### config.mk
export PLATFORM = sky130hd
export DESIGN_NAME = br_flow_demux_select_reg
export DESIGN_NICKNAME = d
export VERILOG_FILES = /design/src/rtl/br_flow_demux_select_reg.sv
export SDC_FILE = /design/constraint.sdc
export NUM_CORES = 1
export LEC_CHECK = 0
export ABC_AREA = 1
export BUFFER_PORTS_ARGS = -buffer_cell sky130_fd_sc_hd__buf_2
export CAP_MARGIN = 20
export CORE_AREA = 2 2 39 41
export CTS_CLUSTER_SIZE = 16
export DETAILED_ROUTE_END_ITERATION = 16
export DIE_AREA = 0 0 41 43
export PLACE_DENSITY = 0.38
export SYNTH_ARGS = -nofsm -noshare
export SYNTH_HDL_FRONTEND = slang
export SYNTH_SLANG_ARGS = --single-unit
### constraint.sdc
create_clock -name clk -period 1.3 [get_ports clk]
set_clock_uncertainty 0.15 [all_clocks]
set_input_delay 0.13 -clock clk [delete_from_list [all_inputs] [get_ports clk]]
set_output_delay 0.13 -clock clk [all_outputs]
set_load 0.02 [all_outputs]
### src/rtl/br_flow_demux_select_reg.sv
// Registered 1:N ready-valid demux: each accepted beat goes to the pop lane named by push_select.
// Optional BR_FLOW_DEMUX_SELECT_REG_SKID_EN adds a 1-entry skid so push_ready comes straight from a flop.
module br_flow_demux_select_reg #(
  parameter int NumRequesters = 2,
  parameter int BitWidth      = 1
) (
  input  logic                              clk,
  input  logic                              rst_n,
  output logic                              push_ready,
  input  logic                              push_valid,
  input  logic [$clog2(NumRequesters)-1:0]  push_select,
  input  logic [BitWidth-1:0]               push_data,
  input  logic [NumRequesters-1:0]          pop_ready,
  output logic [NumRequesters-1:0]          pop_valid,
  output logic [NumRequesters*BitWidth-1:0] pop_data
);
  localparam int SelectWidth = $clog2(NumRequesters);

  if (NumRequesters < 2) begin : gen_bad_num_requesters
    $error("NumRequesters must be >= 2");
  end
  if (BitWidth < 1) begin : gen_bad_bit_width
    $error("BitWidth must be >= 1");
  end

  logic                   out_valid_q;
  logic [SelectWidth-1:0] dest_q;
  logic [BitWidth-1:0]    data_q;
  logic                   pop_ready_sel;
  logic                   pop_fire;
  logic                   push_fire;
  logic                   push_load;
  logic                   sel_in_range;

  assign sel_in_range = (32'(push_select) < NumRequesters);
  assign push_fire    = push_valid && push_ready;
  // Out-of-range selects are consumed but never loaded anywhere.
  assign push_load    = push_fire && sel_in_range;

  always_comb begin
    pop_ready_sel = 1'b0;
    pop_valid     = '0;
    for (int unsigned i = 0; i < NumRequesters; i++) begin
      if (dest_q == SelectWidth'(i)) begin
        pop_ready_sel = pop_ready[i];
        pop_valid[i]  = out_valid_q;
      end
    end
  end

  assign pop_fire = out_valid_q && pop_ready_sel;
  assign pop_data = {NumRequesters{data_q}};

`ifdef BR_FLOW_DEMUX_SELECT_REG_SKID_EN
  logic                   skid_valid_q;
  logic [SelectWidth-1:0] skid_dest_q;
  logic [BitWidth-1:0]    skid_data_q;
  logic                   out_free;

  assign push_ready = !skid_valid_q;
  assign out_free   = !out_valid_q || pop_fire;

  // Skid is only ever full while the output is held, so a free output drains skid first.
  always_ff @(posedge clk or negedge rst_n) begin
    if (!rst_n) begin
      out_valid_q  <= 1'b0;
      dest_q       <= '0;
      skid_valid_q <= 1'b0;
      skid_dest_q  <= '0;
    end else if (out_free) begin
      if (skid_valid_q) begin
        out_valid_q  <= 1'b1;
        dest_q       <= skid_dest_q;
        skid_valid_q <= 1'b0;
      end else begin
        out_valid_q <= push_load;
        if (push_load) dest_q <= push_select;
      end
    end else if (push_load) begin
      skid_valid_q <= 1'b1;
      skid_dest_q  <= push_select;
    end
  end

  always_ff @(posedge clk) begin
    if (out_free) begin
      if (skid_valid_q) data_q <= skid_data_q;
      else if (push_load) data_q <= push_data;
    end else if (push_load) begin
      skid_data_q <= push_data;
    end
  end
`else
  assign push_ready = !out_valid_q || pop_ready_sel;

  always_ff @(posedge clk or negedge rst_n) begin
    if (!rst_n) begin
      out_valid_q <= 1'b0;
      dest_q      <= '0;
    end else if (push_fire) begin
      out_valid_q <= sel_in_range;
      if (push_load) dest_q <= push_select;
    end else if (pop_fire) begin
      out_valid_q <= 1'b0;
    end
  end

  always_ff @(posedge clk) begin
    if (push_load) data_q <= push_data;
  end
`endif

`ifndef SYNTHESIS
  logic                     hist_push_stall;
  logic [SelectWidth-1:0]   hist_push_select;
  logic [BitWidth-1:0]      hist_push_data;
  logic [NumRequesters-1:0] hist_pop_stall;
  logic [BitWidth-1:0]      hist_data;
  int unsigned              in_flight;
  int unsigned              occupancy;

`ifdef BR_FLOW_DEMUX_SELECT_REG_SKID_EN
  assign occupancy = 32'(out_valid_q) + 32'(skid_valid_q);
`else
  assign occupancy = 32'(out_valid_q);
`endif

  always_ff @(posedge clk or negedge rst_n) begin
    if (!rst_n) begin
      hist_push_stall <= 1'b0;
      hist_pop_stall  <= '0;
      in_flight       <= 0;
    end else begin
      select_in_range_a: assert (!push_valid || sel_in_range);
      push_valid_hold_a: assert (!hist_push_stall || push_valid);
      push_stable_a: assert (!hist_push_stall ||
                             (push_select == hist_push_select && push_data == hist_push_data));
      pop_onehot0_a: assert ($onehot0(pop_valid));
      pop_stable_a: assert (((hist_pop_stall & ~pop_valid) == '0) &&
                            (hist_pop_stall == '0 || data_q == hist_data));
      no_loss_dup_a: assert (in_flight == occupancy);
      hist_push_stall  <= push_valid && !push_ready;
      hist_push_select <= push_select;
      hist_push_data   <= push_data;
      hist_pop_stall   <= pop_valid & ~pop_ready;
      hist_data        <= data_q;
      in_flight        <= in_flight + 32'(push_load) - 32'(|(pop_valid & pop_ready));
    end
  end
`endif
endmodule

==> metrics.cfg, run 1 <==
[final_layout]
nets=51
fillers=156
drive_gt1_share_pct=67.4
layout_common_cells=8 x buf_2, 4 x inv_1, 4 x buf_6
n_antenna_cell=0
area_growth_pct=103
postLayoutCellArea_um2=378
final_common_cell=buf_2

[grt]
grt_pass1_wl_um=779
gr-usage-all-layers_pct=7.24
grt_max_degree=6
overflow=0
antenna_found_initial=0
grt_pass1_vias=190

[timing]
tightest_slew_ps=139
rsz0062_at_grt=true
fin_crit_sh_pct=98.9
fin_crit_ps=1290
final.setup.worst_slack_ps=14.1
setup_violations=0
tns_ps=0
drv_slew=0
hold_viol=0
max-slew-margin-rel_pct=90.8
max_freq_ghz=0.778

[power_and_ir_drop]
peakVddDrop_mv=0.524
power.density_mw_per_mm2=1910
leakagePower_nw=0.199

[cts]
clk_latency_ps=240
cts-root-buf=clkbuf_4
tritoncts=yes
clkTransAtPathRegs_ps=40
clkSinkCount=3
numCtsBuffers=3
cts_buffer_depth=2
htreeDepth=1

[synth]
synthCells=23
syn-num-nets=30
syn_area_um2=186
synth_warnings=0
yosys_register_bits=3
netlist.area_leader.share_pct=26.8
synth.distinct_cells=10
synth_largest_area_cell=dfrtp_1
synth_area_leaders=dfrtp_1 27%, nand3_2 16%, edfxtp_1 16%
ys_seq_area_share_pct=43.0
syn_avg_cell_area_um2=8.11

[worst_setup_path]
worst_path_largest_cell_delay_ps=430
arrival_ps=1010
crit_type=reg2out
crit_fanout=4
crit_family=flip-flops
worstSetupEndpointType=output port
critPathSlowestCell=dfrtp_2
critPathLaunch=dest_q
crit_chain=buf_6, nand2_2, inv_2, buf_6
timing.rr.start=dest_q
crit_buf_inv=3
cp_data_required_time_ps=1020
startpoint_type=flop
crit_top_cell=buf_6

[die]
initial_core_util_pct=13.5
core_area_mm2=0.00138
io_pins=12
die_h_um=43
rows=14
fp.dieW_um=41
die_area_mm2=0.00176

[hold_path]
hp-class=in2reg
min-delay-start=push_valid

[route]
wl_um=500
viasPerCell=3.54
wl_per_cell_um=8.47
drtPass1Iterations=3
drt_iter0_drc=9
final_antenna_net_count=0
drc=0
via_count=209

[run]
maxCapViolCount=0

[placement]
place.gp.congestion=0.695
pre_cts_ws_ps=168
io_buffers=11
placed_cell_area_um2=254
hpwl_um=325

[outcome]
status=finished clean

==> where the power goes <==
| part | internal, W | switching (W) |
|---|---|---|
| clock | 0.000115 | 0.0000555 |
| combinational | 0.000197 | 0.000179 |
| sequential | 0.000132 | 0.0000431 |
| total | 0.000444 | 0.000277 |
==> state kept, by name (all words and copies together) (netlist names) <==
register,cells
out_valid_q,1
data_q,1
dest_q,1
==> final timing paths <==
check / to / slack, ps / depth (start not counted)
max: pop_valid[1] / 10 / 4
min: dest_q / 6 / 3
max reg2reg: data_q / 60 / 4
min reg2reg: out_valid_q / 550 / 3
max in group asynchronous: dest_q / 830 / 2
min in group asynchronous: out_valid_q / 60 / 2
==> synth_stat cells <==
cell type  instances
nand2_1            5
nand2_2            1
nand3_1            2
nor2_1             1
inv_2              1
nand3_2            3
edfxtp_1           1
dfrtp_1            2
inv_1              5
buf_4              2
==> kinds of logic (layout without fill, tap and decap cells) <==
family / Yosys count / count (layout) / share of synthesized area (%)
AND/OR/NAND/NOR: 12 / 12 / 36.9
buffers and inverters: 8 / 28 / 20.1
flip-flops: 3 / 3 / 43.0
==> tightest hold or removal path, cell delays in order <==
cell,delay (ps)
buf_2,120
nand3_2,70
nand2_1,40
==> metal layers <==
metal | track usage, % | up-vias | wire length (um)
li1 | - | 106 | -
met1 | 7.77 | 90 | 233
met2 | 9.06 | 13 | 197
met3 | 6.81 | 0 | 69
met4 | 4.00 | 0 | 0
met5 | 0 | - | 0
==> layout make-up <==
class	count	area, um2	share of cell area [%]
Multi-Input combinational cell	12	88.8	23.5
Sequential cell	3	82.6	21.9
Timing Repair Buffer	18	138	36.4
Clock buffer	4	26.3	6.95
Tap cell	16	20.0	5.30
Inverter	6	22.5	5.96
==> stage by stage <==
step | hold WS, ps | total power [W] | utilization (%) | std cells
after floorplan | -316 | 0.000310 | - | 23
after global placement | -230 | 0.000391 | 18.4 | 49
after detailed placement | -230 | 0.000386 | 18.4 | 49
after CTS | 4.98 | 0.000709 | 26.5 | 58
after global routing | 13.1 | 0.000778 | 27.3 | 59
final | 5.58 | 0.000721 | 27.3 | 59
==> timing repair <==
action	in CTS	in global routing
buffers inserted	2	1
pin swaps	3	2
hold buffers	3	0
endpoints found under the hold margin	4	0
setup endpoints to repair	3	3
gates resized for setup	13	2
Power figures use the tool's default switching activity.
==> run 2: changes to the inputs <==
- GPL_TIMING_DRIVEN: not set -> 0
- clock period: 1.3 -> 1.6 ns (I/O delays scaled with it)
==> run 2 against run 1 <==
Effect of this change: critical endpoint is now push_ready; final area shrank 19%; register-to-register slack gained 380 ps; sequential share of layout area grew 4.2 points; wire length shrank 17%; die area is the same; largest power group unchanged; first-iteration DRC count shrank 100%; hold slack gained 12 ps; global-route usage shrank 0.62 points; critical path type unchanged; sequential power shrank 22%.
==> metrics.cfg, run 2 (synthesized netlist as in run 1, its figures left out) <==
[cts]
cts-root-buf=clkbuf_4
clkSinkCount=3  ; unchanged
numCtsBuffers=3  ; unchanged
clkTransAtPathRegs_ps=40  ; about the same
cts_buffer_depth=2  ; unchanged
clk_latency_ps=230  ; about the same
tritoncts=yes
htreeDepth=1  ; unchanged

[grt]
grt_pass1_wl_um=669  ; -14%
grt_pass1_vias=169  ; -11%
overflow=0  ; unchanged
antenna_found_initial=0  ; unchanged
gr-usage-all-layers_pct=6.63  ; -0.62 points
grt_max_degree=7  ; +1

[route]
drc=0  ; unchanged
drtPass1Iterations=1  ; -2
drt_iter0_drc=0  ; -9
final_antenna_net_count=0  ; unchanged
wl_per_cell_um=7.43  ; -12%
via_count=189  ; -9.6%
viasPerCell=3.38  ; -4.7%
wl_um=416  ; -17%

[outcome]
status=finished clean

[power_and_ir_drop]
seqPwrFrac_pct=30.5  ; +6.3 points
leakagePower_nw=0.179  ; -9.7%
combPwrFrac_pct=39.1  ; -13 points
swShare_pct=40.2  ; +1.7 points
netSwitchingPower_w=0.000178  ; -36%
power.density_mw_per_mm2=1440  ; -24%
clkPwrFrac_pct=30.3  ; +6.6 points
p_int_w=0.000266  ; -40%
peakVddDrop_mv=0.351  ; -33%

[worst_setup_path]
cp_data_required_time_ps=1290  ; +270 ps
crit_type=reg2out
worstSetupEndpointType=output port
worst_path_largest_cell_delay_ps=440  ; about the same
critPathSlowestCell=dfrtp_1
startpoint_type=flop
crit_chain=inv_2, nand2_2, nand3_2, buf_2
arrival_ps=1040  ; +30 ps
crit_fanout=6  ; +2

[die]
io_pins=12  ; unchanged
die_area_mm2=0.00176  ; unchanged
core_area_mm2=0.00138  ; unchanged
fp.dieW_um=41  ; unchanged
initial_core_util_pct=13.5  ; unchanged
rows=14  ; unchanged
die_h_um=43  ; unchanged

[hold_path]
hp-class=in2reg

[final_layout]
final_common_cell=buf_2
fillers=162  ; +3.8%
stdcell_count=56  ; -5.1%
n_antenna_cell=0  ; unchanged
drive_gt1_share_pct=52.5  ; -15 points
nets=48  ; -5.9%
layout_common_cells=11 x buf_2, 5 x nand2_1, 5 x inv_1
largestRegisters=data_q x1, dest_q x1, out_valid_q x1
area_growth_pct=65.1

[timing]
fin_crit_sh_pct=84.5
max-slew-margin-rel_pct=86.3  ; -4.5 points
drv_slew=0  ; unchanged
max_freq_ghz=0.740
rsz0062_at_grt=false
setup_violations=0  ; unchanged
fin_crit_ps=1350
hold_viol=0  ; unchanged
tns_ps=0  ; unchanged
tightest_slew_ps=206  ; +66.9 ps
whs_ps=17.9  ; +12.3 ps

[run]
maxCapViolCount=0  ; unchanged

[placement]
place.gp.congestion=0.715  ; +2.9%
io_buffers=11  ; unchanged
dp_cells=50  ; +2.0%

[run 2: cell types whose count changed in the layout (fill, tap and decap cells not counted), sizes merged]
cell / before / now
buf: 15 / 13
dlygate4sd3: 3 / 2
[run 2: repair_timing]
item,4_1_cts,5_1_grt
buffers inserted,0,0
hold buffers,2,0
gates resized for setup,0,0
endpoints found under the hold margin,3,0
[run 2: area by class of cell]
class | instances | area, um2 | area share [%]
tap | 16 | 20.0 | 6.50
clock buffer | 4 | 26.3 | 8.54
sequential | 3 | 80.1 | 26.0
buffer | 2 | 15.0 | 4.88
inverter | 6 | 22.5 | 7.32
multi-input combinational | 12 | 68.8 | 22.4
timing repair buffer | 13 | 75.1 | 24.4
[run 2: metrics by stage]
stage / worst slack [ps] / util, % / power (W) / instance area [um2]
floorplan: 507 / - / 0.000252 / 186
global placement: 425 / 18.9 / 0.000311 / 262
detailed placement: 432 / 18.9 / 0.000310 / 262
CTS: 225 / 22.2 / 0.000455 / 308
global route: 150 / 22.2 / 0.000488 / 308
finish: 248 / 22.2 / 0.000444 / 308
[run 2: critical path, delay by kind of cell, from the launching register on]
kind | cells | cell delay, ps
simple gates | 2 | 140
flops | 1 | 440
buf+inv | 2 | 230
[run 2: final timing paths]
path | startpoint | to | slack (ps) | cells past startpoint
min in group asynchronous | rst_n | out_valid_q | 90 | 2
min reg2reg | dest_q | dest_q | 440 | 2
max reg2reg | dest_q | data_q | 440 | 3
max in group asynchronous | rst_n | dest_q | 1120 | 2
max | dest_q | push_ready | 250 | 4
min | push_select | dest_q | 20 | 3
[run 2: power by group through the flow]
stage	combinational, W	clock [W]	sequential, W
after detailed placement	0.000173	0	0.000137
final	0.000174	0.000135	0.000136
after global routing	0.000193	0.000154	0.000142
after floorplan	0.000124	0	0.000128
after global placement	0.000173	0	0.000138
after CTS	0.000177	0.000142	0.000136
[run 2: metal layers]
metal  up-vias  share of wire (%)  wire (um)  GRT usage [%]
met2        13                 36        151           6.56
met1        71                 46        190           7.72
li1        103                  -          -              -
met3         2                 14         59           3.14
met5         -                  0          0              0
met4         0                3.4         14           10.0
==> run 3: changes to the inputs <==
- ABC_AREA: 1 -> 0
- PLACE_DENSITY: 0.38 -> 0.37
- clock period: 1.6 -> 1.25 ns (I/O delays scaled with it)
==> run 3 against run 2 <==
Effect of this change: the flow now finishes with violations (negative setup slack); non-clock buffer count grew 2; sequential share of layout area shrank 1.4 points; global-route usage shrank 0.40 points; utilization grew 1.3 points; via count grew 1.6%; power shrank 0.60%; clock power grew 24%; critical path type unchanged.
==> metrics.cfg, run 3 <==
[grt]
grt_max_degree=7  ; unchanged
grt_pass1_wl_um=676  ; +1.0%
overflow=0  ; unchanged
grt_pass1_vias=192  ; +14%
gr-usage-all-layers_pct=6.23  ; -0.40 points
antenna_found_initial=0  ; unchanged

[timing]
drv_slew=0  ; unchanged
max_freq_ghz=0.712
setup_violations=3  ; +3
max-slew-margin-rel_pct=86.9  ; +0.62 points
hold_viol=0  ; unchanged
tightest_slew_ps=191  ; -14.8 ps
rsz0062_at_grt=true
fin_crit_sh_pct=112
fin_crit_ps=1400
final.setup.worst_slack_ps=-154  ; -402 ps

[route]
drc=0  ; unchanged
via_count=192  ; +1.6%
viasPerCell=3.69  ; +9.4%
drtPass1Iterations=2  ; +1
final_antenna_net_count=0  ; unchanged
wl_per_cell_um=8.31  ; +12%
drt_iter0_drc=2  ; +2
wl_um=432  ; +3.8%

[synth]
synth.distinct_cells=13  ; +3
async_reset_ff_share_pct=66.7  ; unchanged
syn_area_um2=166  ; -11%
ys_top_cells_by_count=2 x buf_4, 2 x dfrtp_1, 2 x nand2_1, 2 x nand3_1
synth_flop_cell=dfrtp_1
synth_edf_count=1  ; unchanged
synth_area_leaders=dfrtp_1 30%, edfxtp_1 18%, buf_4 9.0%
synth_warnings=0  ; unchanged
netlist.area_leader.share_pct=30.1  ; +3.2 points
syn_avg_cell_area_um2=9.79  ; +21%
syn-num-nets=24  ; -20%
synth_largest_area_cell=dfrtp_1
synthCells=17  ; -26%
yosys_register_bits=3  ; unchanged
ys_seq_area_share_pct=48.1  ; +5.2 points

[run]
maxCapViolCount=0  ; unchanged

[worst_setup_path]
startpoint_type=flop
crit_fanout=4  ; -2
cp_data_required_time_ps=980  ; -310 ps
crit_type=reg2out
worstSetupEndpointType=output port
arrival_ps=1130  ; +90 ps

[die]
die_h_um=43  ; unchanged
die_area_mm2=0.00176  ; unchanged
initial_core_util_pct=12.0  ; -1.4 points
fp.dieW_um=41  ; unchanged
core_area_mm2=0.00138  ; unchanged
io_pins=12  ; unchanged
rows=14  ; unchanged

[placement]
io_buffers=11  ; unchanged
place.gp.congestion=0.764  ; +6.9%
placed_cell_area_um2=241  ; -7.7%
pre_cts_ws_ps=50.1  ; -382 ps

[final_layout]
final_common_cell=buf_2
regArea_um2=80.1  ; unchanged
n_antenna_cell=0  ; unchanged
nets=44  ; -8.3%
layout_common_cells=8 x buf_2, 3 x buf_4, 3 x clkbuf_4, 3 x dlygate4sd3_1, 3 x buf_6
postLayoutCellArea_um2=325  ; +5.7%
drive_gt1_share_pct=52.8  ; +0.28 points
multi_input_area_um2=68.8  ; unchanged
fillers=157  ; -3.1%
largestRegisters=data_q x1, dest_q x1, out_valid_q x1
final_util_pct=23.5  ; +1.3 points
area_growth_pct=95.5

[cts]
htreeDepth=1  ; unchanged
clkTransAtPathRegs_ps=40  ; about the same
clkSinkCount=3  ; unchanged
tritoncts=yes
cts-root-buf=clkbuf_4
cts_buffer_depth=2  ; unchanged
numCtsBuffers=3  ; unchanged
clk_latency_ps=230  ; about the same

[outcome]
status=finished, violations left
violations=negative setup slack

[power_and_ir_drop]
leakagePower_nw=0.162  ; -9.8%
peakVddDrop_mv=0.454  ; +30%
power.density_mw_per_mm2=1360  ; -6.0%

[hold_path]
hp-class=in2reg

[run 3: cell count changes after synthesis]
cell	before	now
inv_1	5	1
nand2_1	5	2
nand3_2	3	0
a21oi_1	0	1
and2_2	0	1
and2b_2	0	1
inv_2	1	0
mux2i_1	0	1
nand2_2	1	0
nand2b_1	0	1
nand3b_1	0	1
nor2_1	1	0
o21ai_0	0	1
[run 3: power breakdown]
group / switching [W] / internal, W / leakage (nW)
combinational: 0.0000623 / 0.0000831 / 0.116
clock: 0.0000483 / 0.000119 / 0.0150
sequential: 0.0000129 / 0.000115 / 0.0310
[run 3: cell type report]
class / count / share of cell area [%]
plain buffers: 2 / 4.62
multi-input cells: 11 / 21.2
repair buffers: 15 / 34.2
inverters: 1 / 1.15
flip-flops and latches: 3 / 24.6
clock buffers: 4 / 8.08
well taps: 16 / 6.15
[run 3: path summary, 6_finish.rpt]
check	cells after the start	end	slack (ps)	from
worst max-delay path	3	push_ready	-150	dest_q
worst min-delay path	3	dest_q	20	push_select
worst max register to register	2	data_q	70	dest_q
worst min register to register	2	dest_q	440	dest_q
max in group asynchronous	2	out_valid_q	790	rst_n
min in group asynchronous	2	dest_q	60	rst_n
[run 3: layer usage]
layer / vias to the layer above / GRT usage [%] / wire (um)
met5: - / 0 / 0
met4: 0 / 6.00 / 0
met3: 0 / 4.71 / 33
met2: 5 / 8.75 / 241
met1: 95 / 5.16 / 157
li1: 92 / - / -
[run 3: per-stage QoR]
| step | hold slack, ps | total power (W) | cells | TNS [ps] |
|---|---|---|---|---|
| floorplan | -321 | 0.000196 | 17 | 0 |
| global placement | -235 | 0.000232 | 44 | 0 |
| detailed placement | -234 | 0.000234 | 44 | 0 |
| CTS | 19.3 | 0.000453 | 52 | -381 |
| global route | 24.9 | 0.000472 | 52 | -460 |
| finish | 22.4 | 0.000441 | 52 | -334 |
[run 3: repair_timing]
item	4_1_cts	5_1_grt
pin swaps	1	0
endpoints found under the setup margin	3	3
endpoints found under the hold margin	4	0
cloned	0	0
setup buffers	1	0
gates resized for setup	7	0
hold buffers	3	0
[run 3: kinds of logic after synthesis]
logic type	count (synthesis)	synth area share [%]
buffers and inverters	3	11.3
AND/OR/NAND/NOR	8	28.6
flip-flops	3	48.1
AO/OA/AOI/OAI	2	6.01
multiplexers	1	6.02
[run 3: critical path, stage by stage (launching register included)]
cell,delay (ps)
dfrtp_1,380
mux2i_1,250
nand2_1,120
buf_6,150
